==> src/rtl/jtframe_pdm2pcm.sv <==
// jtframe_pdm2pcm: 1-bit PDM to 16-bit PCM decimator.
// The input is synchronized, then runs through a 3rd-order CIC (integrators on cen,
// combs as a cen-free pipeline), and finally goes through an offset, scale and clamp stage.
module jtframe_pdm2pcm #(
  parameter int   DLOG2      = 6,
  parameter logic SIGNED_SND = 1'b0
) (
  input  logic        clk_dac,
  input  logic        rst,
  input  logic        cen,
  input  logic        pdm_in,
  output logic [15:0] pcm,
  output logic        pcm_valid,
  output logic        sat
);

  localparam int W  = 3*DLOG2 + 1;
  localparam int SH = 3*DLOG2 - 16;

  // Midpoint of the CIC output range, 2^(3*DLOG2-1)
  localparam logic [W-1:0]        OFFSET   = {2'b01, {(3*DLOG2-1){1'b0}}};
  localparam logic [DLOG2-1:0]    CNT_LAST = {DLOG2{1'b1}};
  localparam logic [DLOG2-1:0]    CNT_ONE  = {{(DLOG2-1){1'b0}}, 1'b1};
  localparam logic signed [W-1:0] PMAX     = {{(W-16){1'b0}}, 16'h7FFF};
  localparam logic signed [W-1:0] PMIN     = {{(W-16){1'b1}}, 16'h8000};
  localparam logic [15:0]         PCM_RST  = SIGNED_SND ? 16'h0000 : 16'h8000;
  localparam logic [15:0]         PCM_FLIP = SIGNED_SND ? 16'h0000 : 16'h8000;

  logic [1:0]        sync_q, sync_d;
  logic [W-1:0]      i1_q, i1_d, i2_q, i2_d, i3_q, i3_d;
  logic [DLOG2-1:0]  cnt_q, cnt_d;
  logic [W-1:0]      c1_q, c1_d, c2_q, c2_d, c3_q, c3_d;
  logic [W-1:0]      z1_q, z1_d, z2_q, z2_d, z3_q, z3_d;
  logic [2:0]        stg_q, stg_d;
  logic [15:0]       pcm_q, pcm_d;
  logic              valid_q, valid_d;
  logic              sat_q, sat_d;

  logic [W-1:0]        x_s;
  logic                tick_s;
  logic signed [W-1:0] d_s;
  logic signed [W-1:0] s_s;
  logic [15:0]         clamp_s;
  logic                clamp_sat_s;

  // Next-state logic for synchronizer, CIC integrators/combs and the output stage
  always_comb begin
    sync_d = {sync_q[0], pdm_in};
    x_s    = {{(W-1){1'b0}}, sync_q[1]};
    tick_s = cen & (cnt_q == CNT_LAST);

    // Integrators and the decimation counter advance only on input samples
    if (cen) begin
      i1_d  = i1_q + x_s;
      i2_d  = i2_q + i1_q;
      i3_d  = i3_q + i2_q;
      cnt_d = cnt_q + CNT_ONE;
    end else begin
      i1_d  = i1_q;
      i2_d  = i2_q;
      i3_d  = i3_q;
      cnt_d = cnt_q;
    end

    // Comb stage 1 captures the integrator chain on the decimation tick
    if (tick_s) begin
      c1_d = i3_q - z1_q;
      z1_d = i3_q;
    end else begin
      c1_d = c1_q;
      z1_d = z1_q;
    end

    if (stg_q[0]) begin
      c2_d = c1_q - z2_q;
      z2_d = c1_q;
    end else begin
      c2_d = c2_q;
      z2_d = z2_q;
    end

    if (stg_q[1]) begin
      c3_d = c2_q - z3_q;
      z3_d = c2_q;
    end else begin
      c3_d = c3_q;
      z3_d = z3_q;
    end

    stg_d = {stg_q[1:0], tick_s};

    // Re-center, scale down to 16 bits and clamp
    d_s = c3_q - OFFSET;
    s_s = d_s >>> SH;
    if (s_s > PMAX) begin
      clamp_s     = 16'h7FFF;
      clamp_sat_s = 1'b1;
    end else if (s_s < PMIN) begin
      clamp_s     = 16'h8000;
      clamp_sat_s = 1'b1;
    end else begin
      clamp_s     = s_s[15:0];
      clamp_sat_s = 1'b0;
    end

    // Output registers load only when the comb pipeline delivers a sample
    if (stg_q[2]) begin
      pcm_d   = clamp_s ^ PCM_FLIP;
      sat_d   = clamp_sat_s;
      valid_d = 1'b1;
    end else begin
      pcm_d   = pcm_q;
      sat_d   = sat_q;
      valid_d = 1'b0;
    end
  end

  // State registers; reset drops any sample in flight
  always_ff @(posedge clk_dac or posedge rst) begin
    if (rst) begin
      sync_q  <= 2'b00;
      i1_q    <= {W{1'b0}};
      i2_q    <= {W{1'b0}};
      i3_q    <= {W{1'b0}};
      cnt_q   <= {DLOG2{1'b0}};
      c1_q    <= {W{1'b0}};
      c2_q    <= {W{1'b0}};
      c3_q    <= {W{1'b0}};
      z1_q    <= {W{1'b0}};
      z2_q    <= {W{1'b0}};
      z3_q    <= {W{1'b0}};
      stg_q   <= 3'b000;
      pcm_q   <= PCM_RST;
      valid_q <= 1'b0;
      sat_q   <= 1'b0;
    end else begin
      sync_q  <= sync_d;
      i1_q    <= i1_d;
      i2_q    <= i2_d;
      i3_q    <= i3_d;
      cnt_q   <= cnt_d;
      c1_q    <= c1_d;
      c2_q    <= c2_d;
      c3_q    <= c3_d;
      z1_q    <= z1_d;
      z2_q    <= z2_d;
      z3_q    <= z3_d;
      stg_q   <= stg_d;
      pcm_q   <= pcm_d;
      valid_q <= valid_d;
      sat_q   <= sat_d;
    end
  end

  assign pcm       = pcm_q;
  assign pcm_valid = valid_q;
  assign sat       = sat_q;

endmodule

==> config.mk <==
export PLATFORM = sky130hd
export DESIGN_NAME = jtframe_pdm2pcm
export DESIGN_NICKNAME = d
export VERILOG_FILES = /design/src/rtl/jtframe_pdm2pcm.sv
export SDC_FILE = /design/constraint.sdc
export NUM_CORES = 1
export LEC_CHECK = 0
export ABC_CLOCK_PERIOD_IN_PS = 7400
export CAP_MARGIN = 25
export CORE_MARGIN = 8
export CORE_UTILIZATION = 57
export CTS_CLUSTER_SIZE = 12
export DETAILED_ROUTE_END_ITERATION = 16
export MAX_ROUTING_LAYER = met4
export PLACE_DENSITY = 0.77
export SYNTH_ARGS = -nofsm -noshare
export SYNTH_HDL_FRONTEND = slang
export SYNTH_SLANG_ARGS = --single-unit
==> constraint.sdc <==
create_clock -name clk_dac -period 7.4 [get_ports clk_dac]
set_input_delay 2.22 -clock clk_dac [delete_from_list [all_inputs] [get_ports clk_dac]]
set_output_delay 2.22 -clock clk_dac [all_outputs]
set_load 0.02 [all_outputs]
# [Word level (Yosys, flattened, before mapping)]
# Index checks and enable logic that the tools add are counted.
[totals] reg_bits=200 in_bits=4 output_inout_bits=18 word_cells=33
[classes] add_sub_neg=8 magnitude_cmp=2 eq_ne=1 muxes=5 bitwise_logic=2
[op_table] operator="$sub 19x19->19" n=3
[op_table] operator="$add 19x19->19" n=2
[op_table] operator="$mux 16" n=2
[op_table] operator="$add 19x1->19" n=1
[op_table] operator="$sub 19x18->19 const B" n=1
[op_table] operator="$gt 17x16->1 const B" n=1
[op_table] operator="$lt 17x16->1 const B" n=1
[op_table] operator="$add 6x1->6 const B" n=1
[op_table] operator="$eq 6x6->1 const B" n=1
[op_table] operator="$mux 1" n=3
[op_table] operator="$and 1x1->1" n=1
[op_table] operator="$not 1->1" n=1

# [Depth between registers and ports, before layout]
# Gate-level depths: netlist of the first run.
[depth] ltp_word=5 mapped_depth=12 depth_no_buf=12

# [Least setup slack after synthesis of the first run]
# No wires, ideal clock.
[synth_path] kind="input port to flip-flop" start="input port cen" end="register z1_q[1]" setup_ps=132 arrival_ps=3459 t_required_ps=7268 setup_slack_ps=3810 cell_stages=8 n_path_buf=3 cell_sequence="clkbuf_1 -> nand4_1 -> inv_1 -> nand3_1 -> inv_1 -> clkbuf_1 -> clkbuf_1 -> o21ai_0"
[synth_via] elab_chain_cells=1
[synth_rtl] element="from (decl)" line="10" rtl="input logic cen,"
[synth_rtl] element="$and 1x1->1" line="50" rtl="tick_s = cen & (cnt_q == CNT_LAST);"
[synth_rtl] element="net tick_s" line="40" rtl="logic tick_s;"
[synth_rtl] element="to (signal assigned)" line="129" rtl="z1_q <= {W{1'b0}};"
[synth_rtl] element="to (signal assigned)" line="145" rtl="z1_q <= z1_d;"
[synth_rtl] element="to (decl)" line="33" rtl="logic [W-1:0] z1_q, z1_d, z2_q, z2_d, z3_q, z3_d;"
# The timed path passes the listed nets, and every way through them passes these cells.
# A chain may end at the register's enable or synchronous reset.

# [Final worst setup path of the first run]
[layout_path] start="input port cen" end="register z1_q[1]"
[layout_via] elab_chain_cells=1
[layout_rtl] element="$and 1x1->1" line="50"
# No other way between the ends.

==> flow_metrics.py, run 1 <==
metrics = {
    "power": {
        "p_clk_share_pct": 20.2,
        "p_per_area_nw_per_um2": 367,
        "p_comb_share_pct": 47.9,
        "cellLeakagePower_nw": 6.03,
        "swShare_pct": 38.3,
        "irDropWorstVdd_mv": 0.216,
        "switching_power_w": 0.00178,
        "seqPwrFrac_pct": 31.9,
        "intPower_w": 0.00286,
    },
    "clocking": {
        "ctsHoldBuffers": 0,
        "post_cts_resized": 0,
        "cts_tree": "built",
        "cts_setup_buffers": 0,
        "cts.path.max_buffers": 2,
        "cts_made_buffers": 17,
        "worstSkewPairLatency_ns": 0.43,
        "clockRootBuffer": "clkbuf_16",
        "cts.sink_count": 198,
        "ctsHtreeMaxLevel": 4,
        "clkSlewWorstSetupHoldPaths_ns": 0.07,
    },
    "drt": {
        "wirelength_microns": 20500,
        "routedWlPerCell_microns": 13.7,
        "vias": 8231,
        "dr.pass1.iters": 4,
        "drtIter0Drc": 304,
        "drt_drc_violations_left": 0,
        "drt-vias-per-instance": 5.49,
        "ant_nets": 0,
    },
    "floorplan": {
        "start_util_pct": 57.6,
        "dieHeight_microns": 159,
        "num_rows": 52,
        "io_pins": 22,
        "core_sq_um": 20100,
        "die_w_microns": 159,
        "design.die.area_sq_um": 25100,
    },
    "final_layout": {
        "fillers": 1636,
        "area_growth_syn_to_layout_pct": 9.18,
        "fin_cells": 1498,
        "drive_gt1_share_pct": 8.14,
        "n_antenna_cell": 0,
        "nets": 1318,
    },
    "synthesis": {
        "syn_avg_cell_area_sq_um": 9.62,
        "async_flop_share_pct": 100,
        "synth_cells": 1204,
        "synth_seq_cells": 198,
        "syn_nets": 1307,
        "synth_edf_count": 0,
        "synth.cell_area_sq_um": 11600,
        "ys.flop_type": "dfrtp_1",
        "yosys_warnings": 0,
        "ys_seq_area_share_pct": 42.8,
        "ys_types": 57,
    },
    "placed_design": {
        "port_buffers": 21,
        "gp_congestion": 0.829,
        "dp_hpwl_microns": 14500,
        "dp.cells": 1466,
    },
    "global_routing": {
        "met1_usage_pct": 20.4,
        "grt_usage_pct": 18.1,
        "grt_max_degree": 199,
        "antenna_found_initial": 0,
        "grtUsageMet3_pct": 2.36,
        "gr-max-usage-layer": "met2",
        "grt_util_met2_pct": 32.6,
        "grt_pass1_vias": 8258,
        "grt.overflow.total": 0,
        "grt_first_pass_wirelength_microns": 36600,
    },
    "sta": {
        "skew_ns": 0.00970,
        "worst_pin_slew_ns": 1.03,
        "rsz0062_at_grt": "false",
        "period_needed_ns": 4.24,
        "fmax_mhz": 236,
        "setup-violations-final": 0,
        "slew_violations": 0,
        "hold_ws_ns": 0.364,
        "maxSlewHeadroom_pct": 31.6,
        "fin_crit_sh_pct": 57.3,
        "hold_viol_final": 0,
        "finalSetupTns_ns": 0,
    },
    "setup_path": {
        "cp_max_fo": 62,
        "end_kind": "register",
        "worst_setup_path_start_kind": "primary input",
        "arrival_ns": 4.50,
        "critPathKind": "primary input to register",
        "cp.required_ns": 7.66,
    },
    "run": {
        "drv_cap": 0,
    },
    "min_path": {
        "holdCritPathClass": "register to register",
    },
    "run_status": {
        "status": "finished clean",
    },
}
layout by cell type (no fill, tap or decap), types with 4 or more instances in the layout:
cell type / synthesis / final
clkdlybuf4s50_1: 0 / 20
inv_1: 89 / 88
nor2_1: 66 / 66
o31ai_1: 4 / 4
o21a_1: 11 / 11
clkbuf_16: 0 / 17
fa_1: 4 / 4
nand3_1: 22 / 22
o211ai_1: 4 / 4
o21ai_0: 114 / 114
a21oi_1: 77 / 77
buf_4: 0 / 4
and3_1: 11 / 11
nand2b_1: 8 / 8
o22a_1: 17 / 17
o22ai_1: 5 / 5
mux2i_1: 8 / 8
nor2b_1: 30 / 30
xnor2_1: 63 / 63
a211oi_1: 13 / 13
inv_6: 0 / 5
xor2_1: 33 / 33
a21o_1: 32 / 32
nor3_1: 11 / 11
ha_1: 95 / 95
dfrtp_1: 197 / 196
nand2_1: 133 / 133
o21bai_1: 7 / 7
nand4_1: 13 / 13
mux2_2: 54 / 54
a31oi_1: 4 / 4
synthesized netlist by cell type, types with 2 or more instances:
cell / instances / area [sq um]
and3b_1: 2 / 17.5
and2_1: 3 / 18.8
o21a_1: 11 / 82.6
o21ai_1: 3 / 15.0
o22ai_1: 5 / 31.3
dfrtp_1: 197 / 4930
o31ai_1: 4 / 30.0
o211ai_1: 4 / 30.0
nand4_1: 13 / 81.3
nor2b_1: 30 / 188
xor2_1: 33 / 289
o21bai_1: 7 / 52.6
o22a_1: 17 / 149
nor4_1: 2 / 12.5
buf_1: 5 / 18.8
o21ai_0: 114 / 571
o311ai_0: 3 / 26.3
nor3b_1: 2 / 15.0
and4_1: 2 / 17.5
nand3b_1: 2 / 15.0
and3_1: 11 / 68.8
fa_1: 4 / 80.1
nand3_1: 22 / 110
nand2_1: 133 / 499
a211o_1: 3 / 26.3
inv_1: 89 / 334
ha_1: 95 / 1190
a21oi_1: 77 / 385
a21o_1: 32 / 240
a311o_1: 2 / 20.0
a31oi_1: 4 / 25.0
nor3_1: 11 / 55.1
a211oi_1: 13 / 97.6
nor2_1: 66 / 248
or3_1: 2 / 12.5
nand2b_1: 8 / 50.1
a41oi_1: 3 / 26.3
mux2_2: 54 / 608
xnor2_1: 63 / 552
clkbuf_1: 29 / 109
mux2i_1: 8 / 80.1
routing by layer:
| layer | vias to the layer above | routed length (microns) |
|---|---|---|
| met5 | - | 0 |
| met4 | 0 | 325 |
| met3 | 28 | 473 |
| met2 | 82 | 10500 |
| met1 | 3905 | 9210 |
| li1 | 4216 | - |
critical path, cell delays in order:
cell and delay, ns:
buf_2 0.08, buf_4 0.53, nand4_1 0.24, inv_1 0.11
nand3_1 0.08, buf_4 0.24, inv_1 0.76, o21ai_0 0.24
stage by stage:
stage | utilization (%) | total power, W | instance area, sq um | setup WS (ns)
6_report | 62.9 | 0.00464 | 12600 | 3.16
3_5_place_dp | 60.0 | 0.00370 | 12100 | 2.69
2_1_floorplan | - | 0.00326 | 11600 | 2.62
3_3_place_gp | 60.0 | 0.00363 | 12100 | 2.86
4_1_cts | 62.9 | 0.00466 | 12600 | 3.08
5_1_grt | 62.9 | 0.00501 | 12600 | 2.82
power groups by stage:
stage	logic (W)	registers, W	clock network, W
after floorplan	0.00179	0.00147	0
after CTS	0.00222	0.00148	0.000951
after detailed placement	0.00220	0.00150	0
after global placement	0.00214	0.00149	0
after global routing	0.00250	0.00151	0.00100
final	0.00222	0.00148	0.000938
final timing paths:
path / from / slack (ns) / endpoint / depth (start not counted)
min in group asynchronous: rst / 2.44 / z3_q[0] / 3
worst max-delay path: cen / 3.16 / z1_q[1] / 8
worst min register to register: sync_q[0] / 0.36 / sync_q[1] / 0
worst max register to register: i3_q[0] / 4.45 / c1_q[16] / 12
max in group asynchronous: rst / 4.20 / i1_q[18] / 3
worst min-delay path: sync_q[0] / 0.36 / sync_q[1] / 0
layout make-up:
class / count / area [sq um] / area share, %
Clock inverter: 14 / 164 / 1.30
Clock buffer: 18 / 429 / 3.39
Multi-Input combinational cell: 883 / 6170 / 48.8
Sequential cell: 198 / 4960 / 39.2
Tap cell: 270 / 338 / 2.67
Timing Repair Buffer: 26 / 255 / 2.02
Inverter: 89 / 338 / 2.67
registers in the layout (all words and copies together), names as in the netlist, 3 cells and up:
name / flops
c1_q: 19
c2_q: 19
c3_q: 17
cnt_q: 6
i1_q: 19
i2_q: 19
i3_q: 19
pcm: 16
stg_q: 3
z1_q: 19
z2_q: 19
z3_q: 19
kinds of logic (layout without fill, tap and decap cells):
family                   Yosys count  in the layout  share of synthesized area, %
XOR/XNOR                          96             96                          7.26
AO/OA/AOI/OAI                    315            315                          16.8
flip-flops                       198            198                          42.8
AND/OR/NAND/NOR                  311            311                          12.3
adder cells (fa/ha/maj)           99             99                          11.0
buffers and inverters            123            147                          3.99
multiplexers                      62             62                          5.94
Note: power is estimated with default switching activity, not from simulation.
==> run 2, diff against run 1 <==
ABC_CLOCK_PERIOD_IN_PS = 3900   (was 7400)
clock period = 3.9 ns   (was 7.4 ns; I/O delays follow)
==> run 2 against run 1 <==
Utilization up 0.43 points. Combinational power increased by 90%. Cell count up 0.53%. Routed wire length rose by 2.2%. Critical path type is now register to register. Highest routed layer unchanged.
==> flow_metrics.py, run 2 (synthesis results as in run 1) <==
metrics = {
    "sta": {
        "slew_violations": 0,
        "fmax_mhz": 344,
        "skew_ns": 0.00880,
        "setup-violations-final": 0,
        "maxSlewHeadroom_pct": 41.9,
        "worst_pin_slew_ns": 0.869,
        "hold_ws_ns": 0.362,
        "finalSetupTns_ns": 0,
        "period_needed_ns": 2.91,
        "fin_crit_sh_pct": 74.5,
        "hold_viol_final": 0,
        "rsz0062_at_grt": "false",
    },
    "final_layout": {
        "mostFrequentLayoutCell": "dfrtp_1",
        "final_cell_mix": "196 x dfrtp_1, 133 x nand2_1, 114 x o21ai_0",
        "n_antenna_cell": 0,
        "drive_gt1_share_pct": 8.82,
        "area_growth_syn_to_layout_pct": 9.93,
        "fin_util_pct": 63.3,
        "design_area_sq_um": 12700,
        "nets": 1326,
    },
    "drt": {
        "drt-vias-per-instance": 5.55,
        "wl_met2_microns": 10600,
        "vias": 8359,
        "ant_nets": 0,
        "dr.pass1.iters": 5,
        "wirelength_microns": 21000,
        "drt_drc_violations_left": 0,
        "drtIter0Drc": 402,
        "m1WireLength_microns": 9510,
        "wl_met3_microns": 473,
        "highest_layer": "met4",
        "routedWlPerCell_microns": 13.9,
    },
    "clocking": {
        "worstSkewPairLatency_ns": 0.43,
        "ctsHoldBuffers": 0,
        "clkSlewWorstSetupHoldPaths_ns": 0.07,
        "cts.path.max_buffers": 2,
        "clockRootBuffer": "clkbuf_16",
        "cts_tree": "built",
        "cts_made_buffers": 17,
        "cts_setup_buffers": 0,
        "post_cts_resized": 0,
        "ctsHtreeMaxLevel": 4,
        "cts.sink_count": 198,
    },
    "placed_design": {
        "gp_congestion": 0.880,
        "placed_area_sq_um": 12100,
        "port_buffers": 21,
        "dp_hpwl_microns": 15600,
    },
    "power": {
        "p_comb_share_pct": 48.3,
        "swShare_pct": 38.4,
        "intPower_w": 0.00537,
        "switching_power_w": 0.00335,
        "p_per_area_nw_per_um2": 685,
        "cellLeakagePower_nw": 6.08,
        "power_w": 0.00873,
        "seqPwrFrac_pct": 32.2,
        "irDropWorstVdd_mv": 0.389,
        "p_clk_share_pct": 19.6,
    },
    "floorplan": {
        "start_util_pct": 57.6,
        "io_pins": 22,
        "core_sq_um": 20100,
        "design.die.area_sq_um": 25100,
        "die_w_microns": 159,
        "dieHeight_microns": 159,
        "num_rows": 52,
    },
    "global_routing": {
        "grt_first_pass_wirelength_microns": 37300,
        "grt.overflow.total": 0,
        "grt_usage_pct": 18.5,
        "grt_pass1_vias": 8385,
        "antenna_found_initial": 0,
        "grt_max_degree": 70,
    },
    "setup_path": {
        "worst_setup_path_start_kind": "register",
        "cp_max_fo": 4,
        "cp.required_ns": 4.25,
        "critPathKind": "register to register",
        "arrival_ns": 3.25,
        "end_kind": "register",
    },
    "min_path": {
        "holdCritPathClass": "register to register",
    },
    "run": {
        "drv_cap": 0,
    },
    "run_status": {
        "status": "finished clean",
    },
}
==> run 2: cell type report <==
type	count	area, sq um
Timing Repair Buffer	34	365
Multi-Input combinational cell	883	6170
Fill cell	1571	7370
Sequential cell	198	4960
Inverter	89	338
Clock inverter	15	144
Tap cell	270	338
Clock buffer	17	425
==> run 2: power groups by stage <==
| stage | combinational [W] | clock (W) | sequential [W] |
|---|---|---|---|
| 2_1_floorplan | 0.00340 | 0 | 0.00279 |
| 3_3_place_gp | 0.00406 | 0 | 0.00283 |
| 3_5_place_dp | 0.00416 | 0 | 0.00285 |
| 4_1_cts | 0.00420 | 0.00174 | 0.00281 |
| 5_1_grt | 0.00473 | 0.00182 | 0.00288 |
| 6_report | 0.00421 | 0.00171 | 0.00281 |
==> run 2: worst paths after layout <==
check | start | endpoint | slack, ns | cells past startpoint
worst max-delay path | i3_q[0] | c1_q[16] | 0.99 | 12
min in group asynchronous | rst | c2_q[0] | 1.26 | 2
max in group asynchronous | rst | i1_q[15] | 1.93 | 3
worst min register to register | sync_q[0] | sync_q[1] | 0.36 | 0
worst max register to register | i3_q[0] | c1_q[16] | 0.99 | 12
worst min-delay path | sync_q[0] | sync_q[1] | 0.36 | 0
==> run 2: metal layers <==
layer / GRT usage (%) / vias up
met5: - / -
met1: 20.9 / 3963
met4: 6.74 / 0
li1: - / 4249
met2: 32.9 / 113
met3: 2.42 / 34
==> run 2: worst max-delay path, stage by stage, from the launching register on <==
cell and delay [ns]:
dfrtp_1 0.39, inv_1 0.09, ha_1 0.16, inv_1 0.05, fa_1 0.41, a211oi_1 0.32
o211ai_1 0.19, a41oi_1 0.45, o21ai_0 0.24, nor3_1 0.19, a21oi_1 0.07, xnor2_1 0.12
o21ai_0 0.15
==> run 2: through the flow <==
step | std cells | setup WS, ns
final | 1506 | 0.993
after global routing | 1506 | 0.716
after CTS | 1505 | 1.01
after detailed placement | 1473 | 1.03
after global placement | 1473 | 1.08
after floorplan | 1204 | 0.170
==> run 3, diff against run 2 <==
ABC_CLOCK_PERIOD_IN_PS = 2390   (was 3900)
clock period = 2.39 ns   (was 3.9 ns; I/O delays follow)
==> run 3 against run 2 <==
The flow now finishes with violations (negative setup slack). First-iteration DRC count up 38%. Critical path depth down 2. Fmax increased by 18%. Largest power group unchanged.
==> flow_metrics.py, run 3 (synthesis results as in run 1) <==
metrics = {
    "sta": {
        "finalWorstSetupSlack_ns": -0.0661,
        "finalSetupTns_ns": -0.210,
        "slew_violations": 0,
        "fmax_mhz": 407,
        "skew_ns": 0.0128,
        "period_needed_ns": 2.46,
        "fin_crit_sh_pct": 103,
        "setup-violations-final": 7,
        "worst_pin_slew_ns": 0.590,
        "maxSlewHeadroom_pct": 60.7,
        "hold_viol_final": 0,
        "rsz0062_at_grt": "true",
    },
    "clocking": {
        "worstSkewPairLatency_ns": 0.45,
        "cts.path.max_buffers": 2,
        "clockRootBuffer": "clkbuf_16",
        "cts.sink_count": 198,
        "cts_tree": "built",
        "ctsHtreeMaxLevel": 4,
        "cts_made_buffers": 17,
        "clkSlewWorstSetupHoldPaths_ns": 0.08,
        "ctsHoldBuffers": 0,
    },
    "placed_design": {
        "placed_area_sq_um": 12900,
        "port_buffers": 21,
        "gp_congestion": 0.853,
        "dp_hpwl_microns": 15900,
    },
    "drt": {
        "drtIter0Drc": 553,
        "dr.pass1.iters": 5,
        "routedWlPerCell_microns": 14.9,
        "drt_drc_violations_left": 0,
        "wirelength_microns": 24300,
        "ant_nets": 0,
        "vias": 8920,
        "drt-vias-per-instance": 5.49,
    },
    "floorplan": {
        "die_w_microns": 159,
        "core_sq_um": 20100,
        "num_rows": 52,
        "start_util_pct": 57.6,
        "design.die.area_sq_um": 25100,
        "dieHeight_microns": 159,
        "io_pins": 22,
    },
    "setup_path": {
        "cp.required_ns": 2.72,
        "end_kind": "register",
        "worst_setup_path_start_kind": "register",
        "cp_max_fo": 3,
        "critPathKind": "register to register",
        "arrival_ns": 2.79,
    },
    "final_layout": {
        "mostFrequentLayoutCell": "dfrtp_1",
        "n_antenna_cell": 0,
        "area_growth_syn_to_layout_pct": 23.1,
        "design_area_sq_um": 14300,
        "nets": 1444,
        "final_cell_mix": "193 x dfrtp_1, 132 x nand2_1, 115 x buf_4",
        "drive_gt1_share_pct": 23.3,
    },
    "run": {
        "drv_cap": 0,
    },
    "run_status": {
        "status": "finished with violations",
        "violations": "negative setup slack",
    },
    "global_routing": {
        "grt_usage_pct": 20.2,
        "grt_pass1_vias": 8969,
        "grt_max_degree": 77,
        "grt_first_pass_wirelength_microns": 40400,
        "grt.overflow.total": 0,
        "antenna_found_initial": 0,
    },
    "power": {
        "irDropWorstVdd_mv": 0.722,
        "power_w": 0.0170,
        "cellLeakagePower_nw": 6.78,
        "p_per_area_nw_per_um2": 1190,
    },
    "min_path": {
        "holdCritPathClass": "register to register",
    },
}
run 3: worst max-delay path, cell delays in order (launching register included):
cell,delay (ns)
dfrtp_1,0.43
buf_6,0.14
ha_4,0.16
a2111oi_4,0.34
o21ai_2,0.15
a221oi_4,0.30
nand2b_1,0.15
nand3b_1,0.10
a31oi_1,0.22
xnor2_1,0.10
mux2_2,0.26
run 3: per-layer routing:
metal	global-route usage, %	part of all wire, %
met2	36.3	53
met3	2.96	2.1
met1	22.6	43
met5	-	0
met4	7.05	1.4
run 3: cell type report:
class,count,area [sq um]
clock buffers,17,425
clock inverters,15,155
fillers,1374,5840
inverters,89,338
multi-input cells,883,6720
flip-flops and latches,198,4960
well taps,270,338
repair buffers,152,1330
run 3: where the power goes:
group / switching, W / internal (W) / total (W)
logic: 0.00470 / 0.00492 / 0.00962
clock network: 0.00143 / 0.00140 / 0.00283
registers: 0.000584 / 0.00401 / 0.00459
total: 0.00671 / 0.0103 / 0.0170
run 3: per-stage QoR:
stage | worst slack [ns] | hold WS, ns | utilization [%] | std cells
after detailed placement | -0.283 | 0.357 | 64.3 | 1567
final | -0.0661 | 0.370 | 70.9 | 1624
after CTS | -0.0589 | 0.365 | 68.9 | 1614
after global placement | -0.246 | 0.337 | 64.3 | 1567
after floorplan | -0.887 | 0.331 | - | 1204
after global routing | -0.179 | 0.370 | 70.9 | 1624
run 3: path summary, 6_finish.rpt:
kind | startpoint | slack [ns] | end | depth (start not counted)
hold reg to reg | sync_q[0] | 0.37 | sync_q[1] | 0
min in group asynchronous | rst | 0.67 | cnt_q[5] | 3
hold / removal | sync_q[0] | 0.37 | sync_q[1] | 0
max in group asynchronous | rst | 1.27 | i2_q[1] | 4
setup reg to reg | i2_q[3] | -0.07 | i2_q[15] | 10
setup / recovery | i2_q[3] | -0.07 | i2_q[15] | 10
run 3: repair_timing:
item | CTS | global route
setup endpoints to repair | 31 | 39
pin swaps | 36 | 42
gates resized for setup | 56 | 79
buffers inserted | 15 | 11
